`src/rtl/mask_sequencer_pkg.sv`:
```
// Shared mode codes, state encodings and the state-to-mode mapping for the
// screen-mode sequencer feeding the draw-mask compositor.
package mask_sequencer_pkg;

    localparam logic [1:0] MODE_SELECT = 2'b01;
    localparam logic [1:0] MODE_GAME   = 2'b00;
    localparam logic [1:0] MODE_RESULT = 2'b10;

    typedef enum logic [2:0] {
        MS_SELECT    = 3'd0,
        MS_GAME_IN   = 3'd1,
        MS_GAME      = 3'd2,
        MS_RESULT_IN = 3'd3,
        MS_RESULT    = 3'd4
    } ms_state_e;

    // Fade-in states share the mode code of the state they lead into.
    function automatic logic [1:0] mode_of(ms_state_e s);
        case (s)
            MS_SELECT:               mode_of = MODE_SELECT;
            MS_GAME_IN, MS_GAME:     mode_of = MODE_GAME;
            MS_RESULT_IN, MS_RESULT: mode_of = MODE_RESULT;
            default:                 mode_of = MODE_SELECT;
        endcase
    endfunction

    function automatic logic is_fade(ms_state_e s);
        is_fade = (s == MS_GAME_IN) || (s == MS_RESULT_IN);
    endfunction

endpackage

```
`src/rtl/mask_sequencer_color_dim.sv`:
```
// Combinational per-channel dimmer: each 4-bit RGB channel is shifted right
// on its own, so no bits leak between channels.
module mask_sequencer_color_dim (
    input  logic [11:0] color_i,
    input  logic [1:0]  shift_i,
    output logic [11:0] color_o
);

    // Independent logical right shift of R, G and B.
    always_comb begin
        color_o = {color_i[11:8] >> shift_i,
                   color_i[7:4]  >> shift_i,
                   color_i[3:0]  >> shift_i};
    end

endmodule

```
`src/rtl/mask_sequencer.sv`:
```
// Frame-aligned screen-mode sequencer: select -> game -> result with dim
// fade ramps, plus the registered dimmed background colour.
module mask_sequencer
    import mask_sequencer_pkg::*;
#(
    parameter int FADE_FRAMES   = 8,
    parameter int RESULT_FRAMES = 180,
    parameter int DIM_MAX       = 2
) (
    input  logic        clk,
    input  logic        rst_n,
    input  logic        frame_tick,
    input  logic        btn_start,
    input  logic        game_over,
    input  logic [11:0] pri_color,
    output logic [1:0]  enable,
    output logic [11:0] dim_color,
    output logic [1:0]  dim_level,
    output logic        in_transition
);

    localparam int FADE_W = (FADE_FRAMES > 1) ? $clog2(FADE_FRAMES) : 1;
    localparam int HOLD_W = $clog2(RESULT_FRAMES + 1);
    localparam logic [FADE_W-1:0] FADE_LAST = FADE_W'(FADE_FRAMES - 1);
    localparam logic [HOLD_W-1:0] HOLD_INIT = HOLD_W'(RESULT_FRAMES);
    localparam logic [1:0]        DIM_TOP   = 2'(DIM_MAX);

    ms_state_e         state_q, state_d;
    logic [FADE_W-1:0] fade_q, fade_d;
    logic [HOLD_W-1:0] hold_q, hold_d;
    logic [1:0]        dim_q, dim_d;
    logic              start_pend_q, start_pend_d;
    logic              over_pend_q, over_pend_d;
    logic [1:0]        enable_q;
    logic              in_trans_q;
    logic [11:0]       dim_color_q;
    logic [11:0]       dim_color_s;
    logic              start_eff_s, over_eff_s;

    mask_sequencer_color_dim u_color_dim (
        .color_i (pri_color),
        .shift_i (dim_q),
        .color_o (dim_color_s)
    );

    // Next-state logic; a pulse arriving on a tick cycle is seen by that tick.
    always_comb begin
        state_d      = state_q;
        fade_d       = fade_q;
        hold_d       = hold_q;
        dim_d        = dim_q;
        start_eff_s  = start_pend_q | btn_start;
        over_eff_s   = over_pend_q | game_over;
        start_pend_d = start_eff_s;
        over_pend_d  = over_eff_s;
        case (state_q)
            MS_SELECT: begin
                over_pend_d = 1'b0;
                if (frame_tick && start_eff_s) begin
                    state_d      = MS_GAME_IN;
                    start_pend_d = 1'b0;
                    fade_d       = {FADE_W{1'b0}};
                end else begin
                    dim_d = DIM_TOP;
                end
            end
            MS_GAME_IN: begin
                start_pend_d = 1'b0;
                if (frame_tick && (fade_q == FADE_LAST)) begin
                    fade_d = {FADE_W{1'b0}};
                    if (dim_q <= 2'd1) begin
                        dim_d   = 2'd0;
                        state_d = MS_GAME;
                    end else begin
                        dim_d = dim_q - 2'd1;
                    end
                end else if (frame_tick) begin
                    fade_d = fade_q + {{(FADE_W-1){1'b0}}, 1'b1};
                end else begin
                    fade_d = fade_q;
                end
            end
            MS_GAME: begin
                start_pend_d = 1'b0;
                dim_d        = 2'd0;
                if (frame_tick && over_eff_s) begin
                    state_d     = MS_RESULT_IN;
                    over_pend_d = 1'b0;
                    fade_d      = {FADE_W{1'b0}};
                end else begin
                    state_d = MS_GAME;
                end
            end
            MS_RESULT_IN: begin
                start_pend_d = 1'b0;
                if (frame_tick && (fade_q == FADE_LAST)) begin
                    fade_d = {FADE_W{1'b0}};
                    if (dim_q >= (DIM_TOP - 2'd1)) begin
                        dim_d   = DIM_TOP;
                        state_d = MS_RESULT;
                        hold_d  = HOLD_INIT;
                    end else begin
                        dim_d = dim_q + 2'd1;
                    end
                end else if (frame_tick) begin
                    fade_d = fade_q + {{(FADE_W-1){1'b0}}, 1'b1};
                end else begin
                    fade_d = fade_q;
                end
            end
            MS_RESULT: begin
                over_pend_d = 1'b0;
                dim_d       = DIM_TOP;
                if (frame_tick && (hold_q == {HOLD_W{1'b0}})) begin
                    if (start_eff_s) begin
                        state_d      = MS_SELECT;
                        start_pend_d = 1'b0;
                    end else begin
                        state_d = MS_RESULT;
                    end
                end else if (frame_tick) begin
                    hold_d = hold_q - {{(HOLD_W-1){1'b0}}, 1'b1};
                end else begin
                    hold_d = hold_q;
                end
            end
            default: begin
                state_d      = MS_SELECT;
                dim_d        = DIM_TOP;
                fade_d       = {FADE_W{1'b0}};
                hold_d       = {HOLD_W{1'b0}};
                start_pend_d = 1'b0;
                over_pend_d  = 1'b0;
            end
        endcase
    end

    // State, counters, pending flags and registered outputs.
    always_ff @(posedge clk or negedge rst_n) begin
        if (!rst_n) begin
            state_q      <= MS_SELECT;
            fade_q       <= {FADE_W{1'b0}};
            hold_q       <= {HOLD_W{1'b0}};
            dim_q        <= DIM_TOP;
            start_pend_q <= 1'b0;
            over_pend_q  <= 1'b0;
            enable_q     <= MODE_SELECT;
            in_trans_q   <= 1'b0;
            dim_color_q  <= 12'h000;
        end else begin
            state_q      <= state_d;
            fade_q       <= fade_d;
            hold_q       <= hold_d;
            dim_q        <= dim_d;
            start_pend_q <= start_pend_d;
            over_pend_q  <= over_pend_d;
            enable_q     <= mode_of(state_d);
            in_trans_q   <= is_fade(state_d);
            dim_color_q  <= dim_color_s;
        end
    end

    assign enable        = enable_q;
    assign dim_level     = dim_q;
    assign in_transition = in_trans_q;
    assign dim_color     = dim_color_q;

endmodule

```
`config.mk`:
```
export PLATFORM = sky130hd
export DESIGN_NAME = mask_sequencer
export DESIGN_NICKNAME = d
export VERILOG_FILES = /design/src/rtl/mask_sequencer_pkg.sv /design/src/rtl/mask_sequencer_color_dim.sv /design/src/rtl/mask_sequencer.sv
export SDC_FILE = /design/constraint.sdc
export NUM_CORES = 1
export LEC_CHECK = 0
export CAP_MARGIN = 20
export CORE_MARGIN = 1
export CORE_UTILIZATION = 52
export CTS_CLUSTER_SIZE = 25
export DETAILED_ROUTE_END_ITERATION = 10
export PLACE_DENSITY = 0.77
export RECOVER_POWER = 25
export SYNTH_ARGS = -nofsm -noshare
export SYNTH_HDL_FRONTEND = slang
export SYNTH_SLANG_ARGS = --single-unit
```
`constraint.sdc`:
```
create_clock -name clk -period 2.3 [get_ports clk]
set_input_delay 0.345 -clock clk [delete_from_list [all_inputs] [get_ports clk]]
set_output_delay 0.345 -clock clk [all_outputs]
set_load 0.005 [all_outputs]
```
==> impl_metrics.ini, run 1 <==
[grt]
grt_overflow = 0
grt_pass1_wl_um = 6360
grt_max_degree = 34
antenna_found_initial = 0
grt_pass1_vias = 1384
track_usage_pct = 23.6

[worst_setup_path]
r2r-end = hold_q[6]$_DFFE_PN0P_
r2r_cells = 6
start_kind = register
worst-path-stages = 2
path_delay_family = buffers and inverters
critPathBufInv = 2
critPathKind = reg2out
r2r_slack_ns = 0.39
path_cells = buf_4 -> clkdlybuf4s50_1
cp-end-kind = output pin
crit_slowest_cell = dfstp_2
slowest_delay_ns = 0.58
worstSetupEndpoint = dim_level[1]
crit_start = dim_level[1]$_DFFE_PN1P_
worst-endpoint-required_ns = 1.96
worstPathArrival_ns = 1.66
reg2reg_from = fade_q[0]$_DFFE_PN0P_
cp_max_fo = 18

[synth]
synth_cells = 173
ys_ff_latch = 33
ys_warn_count = 0
synth_cell_types = 55
netlist_top_cells_area = dfrtp_1, mux2i_1, a211oi_1
synth_edf_count = 0
synth.net_count = 194
async_flop_share_pct = 100
syn_area_sq_mm = 0.00183
synth_area_per_cell_sq_um = 10.6
yosys.area.top_type = dfrtp_1
synth_top_cell_area_share_pct = 42.4
ys_seq_area_share_pct = 45.2
synth_flop_cell = dfrtp_1

[clocking]
cts_buffers = 5
cts_sinks = 33
htreeDepth = 2
cts.path.max_buffers = 2
post_cts_buffers = 0
cts_tree = done
cts-root-buf = clkbuf_4
clk_pin_slew_ns = 0.10
cts_resized = 0
clk_latency_ns = 0.34
hold_buffers = 0

[timing]
fin_crit_ns = 2.00
slew-limit-headroom_pct = 45.6
fin_ws_ns = 0.297
hold_viol_final = 0
rsz0062_at_grt = no
finalSetupTns_ns = 0
max_freq_mhz = 499
finalSetupViolations = 0
fin_skew_ns = 0.00730
finalMaxSlewViolations = 0
tightest_slew_ns = 0.816
min_period_over_period_pct = 87.1

[placed_design]
io_buffer_count = 33
gp_congestion = 0.901
dpl.hpwl_um = 2920
dp_slack_ns = 0.275

[floorplan]
initial_core_util_pct = 54.4
core_sq_mm = 0.00336
die_y_um = 61.3
die_w_um = 61.3
rows = 21
io_pins = 34
dieArea_sq_mm = 0.00376

[routing]
avgViaCountPerCell = 5.78
firstDrtPassIters = 4
drt_iter0_markers = 85
wl_per_cell_um = 15.7
wl_um = 4040
ant_nets = 0
post-route-drc-count = 0
num_vias = 1490

[power]
power_per_cell_area_mw_per_mm2 = 1040
p_leak_nw = 0.919
peakVddDrop_uv = 459

[status]
status = completed

[min_path]
hp-class = reg2reg

[cells_and_area]
area_delta_synth_final_pct = 22.4
diodes = 0
drive_gt1_share_pct = 14.2
nNetsFinal = 232
fillerInstances = 284
final_util_pct = 66.6

[flow_run]
drv_cap = 0
## through the flow
| stage | instances | hold slack, ns | total power [mW] | instance area [sq um] |
|---|---|---|---|---|
| after detailed placement | 250 | 0.495 | 2.02 | 2190 |
| final | 258 | 0.519 | 2.33 | 2240 |
| after global placement | 250 | 0.488 | 1.97 | 2190 |
| after floorplan | 173 | 0.0494 | 1.63 | 1830 |
| after global routing | 258 | 0.547 | 2.50 | 2240 |
| after CTS | 258 | 0.402 | 2.34 | 2240 |
## metal layers
metal  up-vias  global-route usage [%]  share of wire [%]
li1        724                       -                  -
met1       691                    30.0                 43
met2        69                    38.7                 49
met3         6                    6.51                6.6
met4         0                    8.89                1.3
met5         -                       0                  0
## where the power goes
group | internal, mW | total [mW] | switching, mW
sequential | 0.820 | 1.03 | 0.210
clock | 0.116 | 0.320 | 0.203
combinational | 0.529 | 0.977 | 0.447
total | 1.47 | 2.33 | 0.860
## Yosys cell counts, drive strengths merged, types with 2 or more instances
cell and number:
nand2 6, o21a 2, nand3 7, nor3 8
inv 8, nand4 2, nor2 9, or4 3
mux2i 8, dfrtp 31, clkbuf 2, ha 4
and2 3, a211oi 8, dfstp 2, a22o 2
nor2b 6, o21ai 12, a21oi 8, a31oi 6
buf 7, o221ai 4, o211ai 2, nand2b 3
o31ai 2
## layout by cell type, fill, tap and decap left out, types with 5 or more instances in the layout
cell type	count
a211oi_1	8
a21oi_1	8
a31oi_1	5
buf_4	6
clkbuf_4	5
clkdlybuf4s50_1	32
dfrtp_1	31
inv_1	8
mux2i_1	8
nand2_1	6
nand3_1	7
nor2_1	9
nor2b_1	6
nor3_1	6
o21ai_1	8
## cell families after synthesis
kind of cell	count (synthesis)	synth area share [%]
muxes	9	4.99
xor gates and xnor gates	1	0.479
adders and majority gates	4	2.73
and+or+nand+nor	57	19.2
DFF	33	45.2
buffers and inverters	17	6.02
AOI/OAI and AO/OA	52	21.3
## area by class of cell
cell class / instances / area (sq um) / share of cell area, %
Clock buffer: 6 / 41.3 / 1.84
Clock inverter: 2 / 10.0 / 0.447
Inverter: 8 / 30.0 / 1.34
Multi-Input combinational cell: 123 / 892 / 39.8
Sequential cell: 33 / 828 / 37.0
Tap cell: 46 / 57.6 / 2.57
Timing Repair Buffer: 40 / 380 / 17.0
## sequential cells by signal, indices dropped and copies added, names as in the netlist
name	cells
fade_q	3
dim_color	12
start_pend_q	1
in_transition	1
enable	2
state_q	3
over_pend_q	1
dim_level	2
hold_q	8
## how the worst min path moves through the flow
stage	depth (start not counted)	slack, ns	end	start
6_report	1	0.52	fade_q[1]$_DFFE_PN0P_	fade_q[1]$_DFFE_PN0P_
3_3_place_gp	1	0.49	fade_q[1]$_DFFE_PN0P_	fade_q[1]$_DFFE_PN0P_
4_1_cts	2	0.40	dim_color[0]$_DFF_PN0_	rst_n
3_5_place_dp	1	0.50	fade_q[1]$_DFFE_PN0P_	fade_q[1]$_DFFE_PN0P_
5_1_grt	1	0.55	fade_q[1]$_DFFE_PN0P_	fade_q[1]$_DFFE_PN0P_
2_1_floorplan	0	0.05	dim_color[0]$_DFF_PN0_	rst_n
(Power assumes the default switching activity.)
==> run 2: changes to the inputs <==
--- a/config.mk
+++ b/config.mk
@@ -7,11 +7,13 @@
 export LEC_CHECK = 0
 export CAP_MARGIN = 20
 export CORE_MARGIN = 1
-export CORE_UTILIZATION = 52
+export CORE_UTILIZATION = 51
 export CTS_CLUSTER_SIZE = 25
 export DETAILED_ROUTE_END_ITERATION = 10
-export PLACE_DENSITY = 0.77
+export PLACE_DENSITY = 0.76
 export RECOVER_POWER = 25
+export SKIP_CTS_REPAIR_TIMING = 1
 export SYNTH_ARGS = -nofsm -noshare
 export SYNTH_HDL_FRONTEND = slang
+export SYNTH_HIERARCHICAL = 1
 export SYNTH_SLANG_ARGS = --single-unit
==> run 2 against run 1 <==
Effect of this change:
- setup slack worse by 0.014 ns
- clock-buffer cell count stayed put
- clock power shrank 1%
- register-to-register slack got worse by 0.08 ns
- cell area fell by 2.6%
- utilization is 3.2 points higher
==> impl_metrics.ini, run 2 <==
[cells_and_area]
drive_gt1_share_pct = 13.5
stdcell_count = 251
area_delta_synth_final_pct = 27.7
final_util_pct = 69.8
largest_register_ffs = 12
fin_area_sq_mm = 0.00218
final_common_cell = clkdlybuf4s50_1
layout_common_cells = clkdlybuf4s50_1, dfrtp_1, nor2_1, mux2i_1, buf_4
diodes = 0
nNetsFinal = 227

[routing]
drt_iter0_markers = 63
avgViaCountPerCell = 5.72
firstDrtPassIters = 5
wl_per_cell_um = 15.3
wl_um = 3830
post-route-drc-count = 0
ant_nets = 0
num_vias = 1435

[synth]
synth_area_per_cell_sq_um = 10.5
netlist_top_cells_area = dfrtp_1, mux2i_1, dfstp_2
synthSimpleGateAreaFrac_pct = 17.6
synth_top_family_by_area = compound AO/OA/AOI/OAI gates
async_flop_share_pct = 100
synth.most_common_cell = dfrtp_1
ys_ff_latch = 33
muxShareOfSynthArea_pct = 8.27
synth_edf_count = 0
synthXorXnorAreaFrac_pct = 0.512
synth_cells = 163
ys_warn_count = 6
synth_commonest_cells = dfrtp_1, mux2i_1, nor2_1, a21oi_1, nor3_1
synthAdderAreaFrac_pct = 2.93
synth.net_count = 184
yosys.area.top_type = dfrtp_1
synth_flop_cell = dfrtp_1
syn_area_sq_mm = 0.00171
synth_cell_types = 49
synth_compound_area_share_pct = 18.8
synth_top_cell_area_share_pct = 45.4
ys_seq_area_share_pct = 48.5

[grt]
grt_pass1_wl_um = 6300
grt_max_degree = 34
top_usage_layer = met2
grt_overflow = 0
gr-usage-met1_pct = 28.8
grtUsageMet2_pct = 40.0
antenna_found_initial = 0
grt_util_met3_pct = 7.58
track_usage_pct = 24.0
grt_pass1_vias = 1380

[floorplan]
dieArea_sq_mm = 0.00359
rows = 20
io_pins = 34
die_w_um = 59.9
core_sq_mm = 0.00313
initial_core_util_pct = 54.6
die_y_um = 59.9

[status]
status = completed

[power]
p_total_mw = 2.42
p_leak_nw = 0.973
peakVddDrop_uv = 711
power_per_cell_area_mw_per_mm2 = 1110

[clocking]
cts.path.max_buffers = 2
cts_tree = done
clk_pin_slew_ns = 0.10
cts-root-buf = clkbuf_4
cts_sinks = 33
clk_latency_ns = 0.34
htreeDepth = 2
cts_buffers = 5

[worst_setup_path]
cp-end-kind = output pin
r2r_cells = 6
cp_max_fo = 17
crit_start = dim_level[1]$_DFFE_PN1P_
worstSetupEndpoint = dim_level[1]
r2r-end = enable[0]$_DFF_PN1_
reg2reg_from = hold_q[0]$_DFFE_PN0P_
critPathKind = reg2out
r2r_slack_ns = 0.31
start_kind = register
worstPathArrival_ns = 1.67
worst-endpoint-required_ns = 1.96

[timing]
fin_skew_ns = 0.00576
whs_ns = 0.524
tightest_slew_ns = 0.828
fin_ws_ns = 0.283
min_period_over_period_pct = 87.7
slew-limit-headroom_pct = 44.8
finalSetupTns_ns = 0
fin_crit_ns = 2.02
finalSetupViolations = 0
finalMaxSlewViolations = 0
rsz0062_at_grt = no
max_freq_mhz = 496
hold_viol_final = 0

[placed_design]
io_buffer_count = 33
dpl.hpwl_um = 2840
dp_slack_ns = 0.0776
dp.cells = 243
dpl-instance-area_sq_mm = 0.00213
gp_congestion = 0.882

[min_path]
whs_path_depth = 1
hp-class = reg2reg

[flow_run]
drv_cap = 0
==> run 2: worst min-delay path by stage <==
stage	to	slack (ns)	from
CTS	hold_q[5]$_DFFE_PN0P_	0.40	rst_n
global route	fade_q[2]$_DFFE_PN0P_	0.54	fade_q[2]$_DFFE_PN0P_
finish	fade_q[2]$_DFFE_PN0P_	0.52	fade_q[2]$_DFFE_PN0P_
global placement	fade_q[1]$_DFFE_PN0P_	0.49	fade_q[1]$_DFFE_PN0P_
floorplan	dim_color[0]$_DFF_PN0_	0.05	rst_n
detailed placement	fade_q[2]$_DFFE_PN0P_	0.49	fade_q[2]$_DFFE_PN0P_
==> run 2: critical path: stages, from the launching register on <==
cell and delay (ns):
dfstp_2 0.55, buf_4 0.23, clkdlybuf4s50_1 0.55
==> run 2: kinds of logic after synthesis <==
kind of cell | Yosys count
AO/OA/AOI/OAI | 45
buffers and inverters | 12
XOR/XNOR | 1
multiplexers | 14
AND/OR/NAND/NOR | 54
adder cells (fa/ha/maj) | 4
flip-flops | 33
==> run 2: area by class of cell <==
type	count	area (sq um)
fill	245	946
inverter	4	15.0
clock buffer	6	41.3
multi-input combinational	118	822
sequential	33	828
clock inverter	2	10.0
tap	44	55.1
timing repair buffer	44	410
==> run 2: layer usage <==
layer	part of all wire, %	routed length, um
met1	42	1630
met2	51	1960
met3	4.8	183
met4	1.6	62
met5	0	0
==> run 2: power breakdown <==
part	internal, mW	switching [mW]	total, mW	leakage, nW
clock network	0.116	0.200	0.316	0.0320
logic	0.602	0.584	1.19	0.529
registers	0.806	0.115	0.921	0.412
total	1.52	0.899	2.42	0.973
==> run 3: changes to the inputs <==
--- a/config.mk
+++ b/config.mk
@@ -7,10 +7,10 @@
 export LEC_CHECK = 0
 export CAP_MARGIN = 20
 export CORE_MARGIN = 1
-export CORE_UTILIZATION = 51
+export CORE_UTILIZATION = 46
 export CTS_CLUSTER_SIZE = 25
 export DETAILED_ROUTE_END_ITERATION = 10
-export PLACE_DENSITY = 0.76
+export PLACE_DENSITY = 0.72
 export RECOVER_POWER = 25
 export SKIP_CTS_REPAIR_TIMING = 1
 export SYNTH_ARGS = -nofsm -noshare
==> constraint.sdc (replaced) <==
create_clock -name clk -period 1.7 [get_ports clk]
set_input_delay 0.255 -clock clk [delete_from_list [all_inputs] [get_ports clk]]
set_output_delay 0.255 -clock clk [all_outputs]
set_load 0.005 [all_outputs]
==> run 3 against run 2 <==
Effect of this change:
- sequential share of layout area shrank 6.7 points
- global-route usage grew 0.19 points
- worst hold slack lost 0.0099 ns
- via count grew 15%
- power grew 72%
- wire length grew 25%
- setup slack lost 0.43 ns
- the flow now finishes with violations (setup timing)
- combinational power grew 89%
- critical path depth grew 5
- sequential cell count is the same
- clock-buffer cell count grew 1
==> impl_metrics.ini, run 3 (same netlist as run 2, synthesis figures left out) <==
[status]
status = finished with violations
violations = setup timing

[power]
p_leak_nw = 1.22
peakVddDrop_uv = 947
power_per_cell_area_mw_per_mm2 = 1570

[worst_setup_path]
worstPathArrival_ns = 2.02
critPathKind = reg2reg
worst-endpoint-required_ns = 1.87
cp-end-kind = register
start_kind = register
cp_max_fo = 5

[routing]
firstDrtPassIters = 4
num_vias = 1648
wl_um = 4780
drt_iter0_markers = 90
wl_per_cell_um = 16.5
ant_nets = 0
avgViaCountPerCell = 5.68
post-route-drc-count = 0

[clocking]
cts_tree = done
cts-root-buf = clkbuf_8
clk_pin_slew_ns = 0.07
cts.path.max_buffers = 2
cts_buffers = 5
clk_latency_ns = 0.29
cts_sinks = 33
htreeDepth = 2

[flow_run]
drv_cap = 0

[cells_and_area]
final_util_pct = 77.1
largest_register_ffs = 12
diodes = 0
fin_area_sq_mm = 0.00265
nNetsFinal = 264
stdcell_count = 290
layout_common_cells = buf_4, dfrtp_1, clkdlybuf4s50_1, nor2_1, mux2i_1
final_common_cell = buf_4
area_delta_synth_final_pct = 55.3
drive_gt1_share_pct = 34.8

[grt]
grt_pass1_vias = 1643
grt_pass1_wl_um = 7340
antenna_found_initial = 0
grt_max_degree = 34
grt_overflow = 0
track_usage_pct = 24.2

[placed_design]
gp_congestion = 0.905
dp.cells = 273
dp_slack_ns = -0.389
dpl-instance-area_sq_mm = 0.00235
io_buffer_count = 33
dpl.hpwl_um = 3190

[floorplan]
io_pins = 34
initial_core_util_pct = 49.7
dieArea_sq_mm = 0.00396
core_sq_mm = 0.00344
rows = 21
die_w_um = 63.0
die_y_um = 63.0

[timing]
fin_crit_ns = 1.84
finalMaxSlewViolations = 0
rsz0062_at_grt = yes
finalSetupViolations = 9
fin_ws_ns = -0.144
slew-limit-headroom_pct = 45.6
tightest_slew_ns = 0.817
fin_skew_ns = 0.00545
hold_viol_final = 0
min_period_over_period_pct = 108
max_freq_mhz = 542

[min_path]
hp-class = reg2reg
run 3: cell count changes in the layout (fill, tap and decap cells not counted), moves of 3 or more:
cell | previous run | this run
buf_6 | 0 | 5
buf_4 | 10 | 41
clkbuf_8 | 0 | 7
o21ai_0 | 6 | 3
clkbuf_4 | 5 | 0
run 3: worst paths after layout:
kind,start,end,slack [ns],cells past startpoint
max in group asynchronous,rst_n,dim_color[0]$_DFF_PN0_,0.60,2
max,hold_q[1]$_DFFE_PN0P_,hold_q[7]$_DFFE_PN0P_,-0.14,7
min reg2reg,fade_q[1]$_DFFE_PN0P_,fade_q[1]$_DFFE_PN0P_,0.51,1
min,fade_q[1]$_DFFE_PN0P_,fade_q[1]$_DFFE_PN0P_,0.51,1
min in group asynchronous,rst_n,over_pend_q$_DFF_PN0_,0.59,2
max reg2reg,hold_q[1]$_DFFE_PN0P_,hold_q[7]$_DFFE_PN0P_,-0.14,7
run 3: area by class of cell:
class	instances	area, sq um
fillers	234	788
clock buffers	7	96.3
inverters	4	15.0
clock inverters	1	5.00
well taps	46	57.6
multi-input cells	118	927
flip-flops and latches	33	828
repair buffers	81	724
run 3: layer usage:
layer,track usage (%),part of all wire [%],vias up
met5,0,0,-
met4,13.7,3.8,0
met3,5.29,4.3,18
met2,41.4,52,48
met1,27.8,40,810
li1,-,-,772
run 3: through the flow:
stage	TNS, ns	hold WS (ns)	total power, mW
global placement	-3.83	0.489	3.05
finish	-0.899	0.514	4.17
global route	-1.60	0.541	4.42
CTS	-1.87	0.386	3.82
detailed placement	-4.56	0.504	3.13
floorplan	-0.388	-0.0406	2.22
run 3: critical path, cell delays in order (launching register included):
cell,delay (ns)
dfrtp_1,0.40
inv_2,0.08
ha_4,0.12
or4bb_4,0.49
o211ai_1,0.18
buf_4,0.17
nor3_1,0.05
a211o_1,0.23
run 3: report_power, final:
| group | total [mW] | switching, mW | internal [mW] | leakage (nW) |
|---|---|---|---|---|
| Sequential | 1.26 | 0.168 | 1.09 | 0.412 |
| Combinational | 2.25 | 1.03 | 1.22 | 0.755 |
| Clock | 0.660 | 0.294 | 0.366 | 0.0542 |
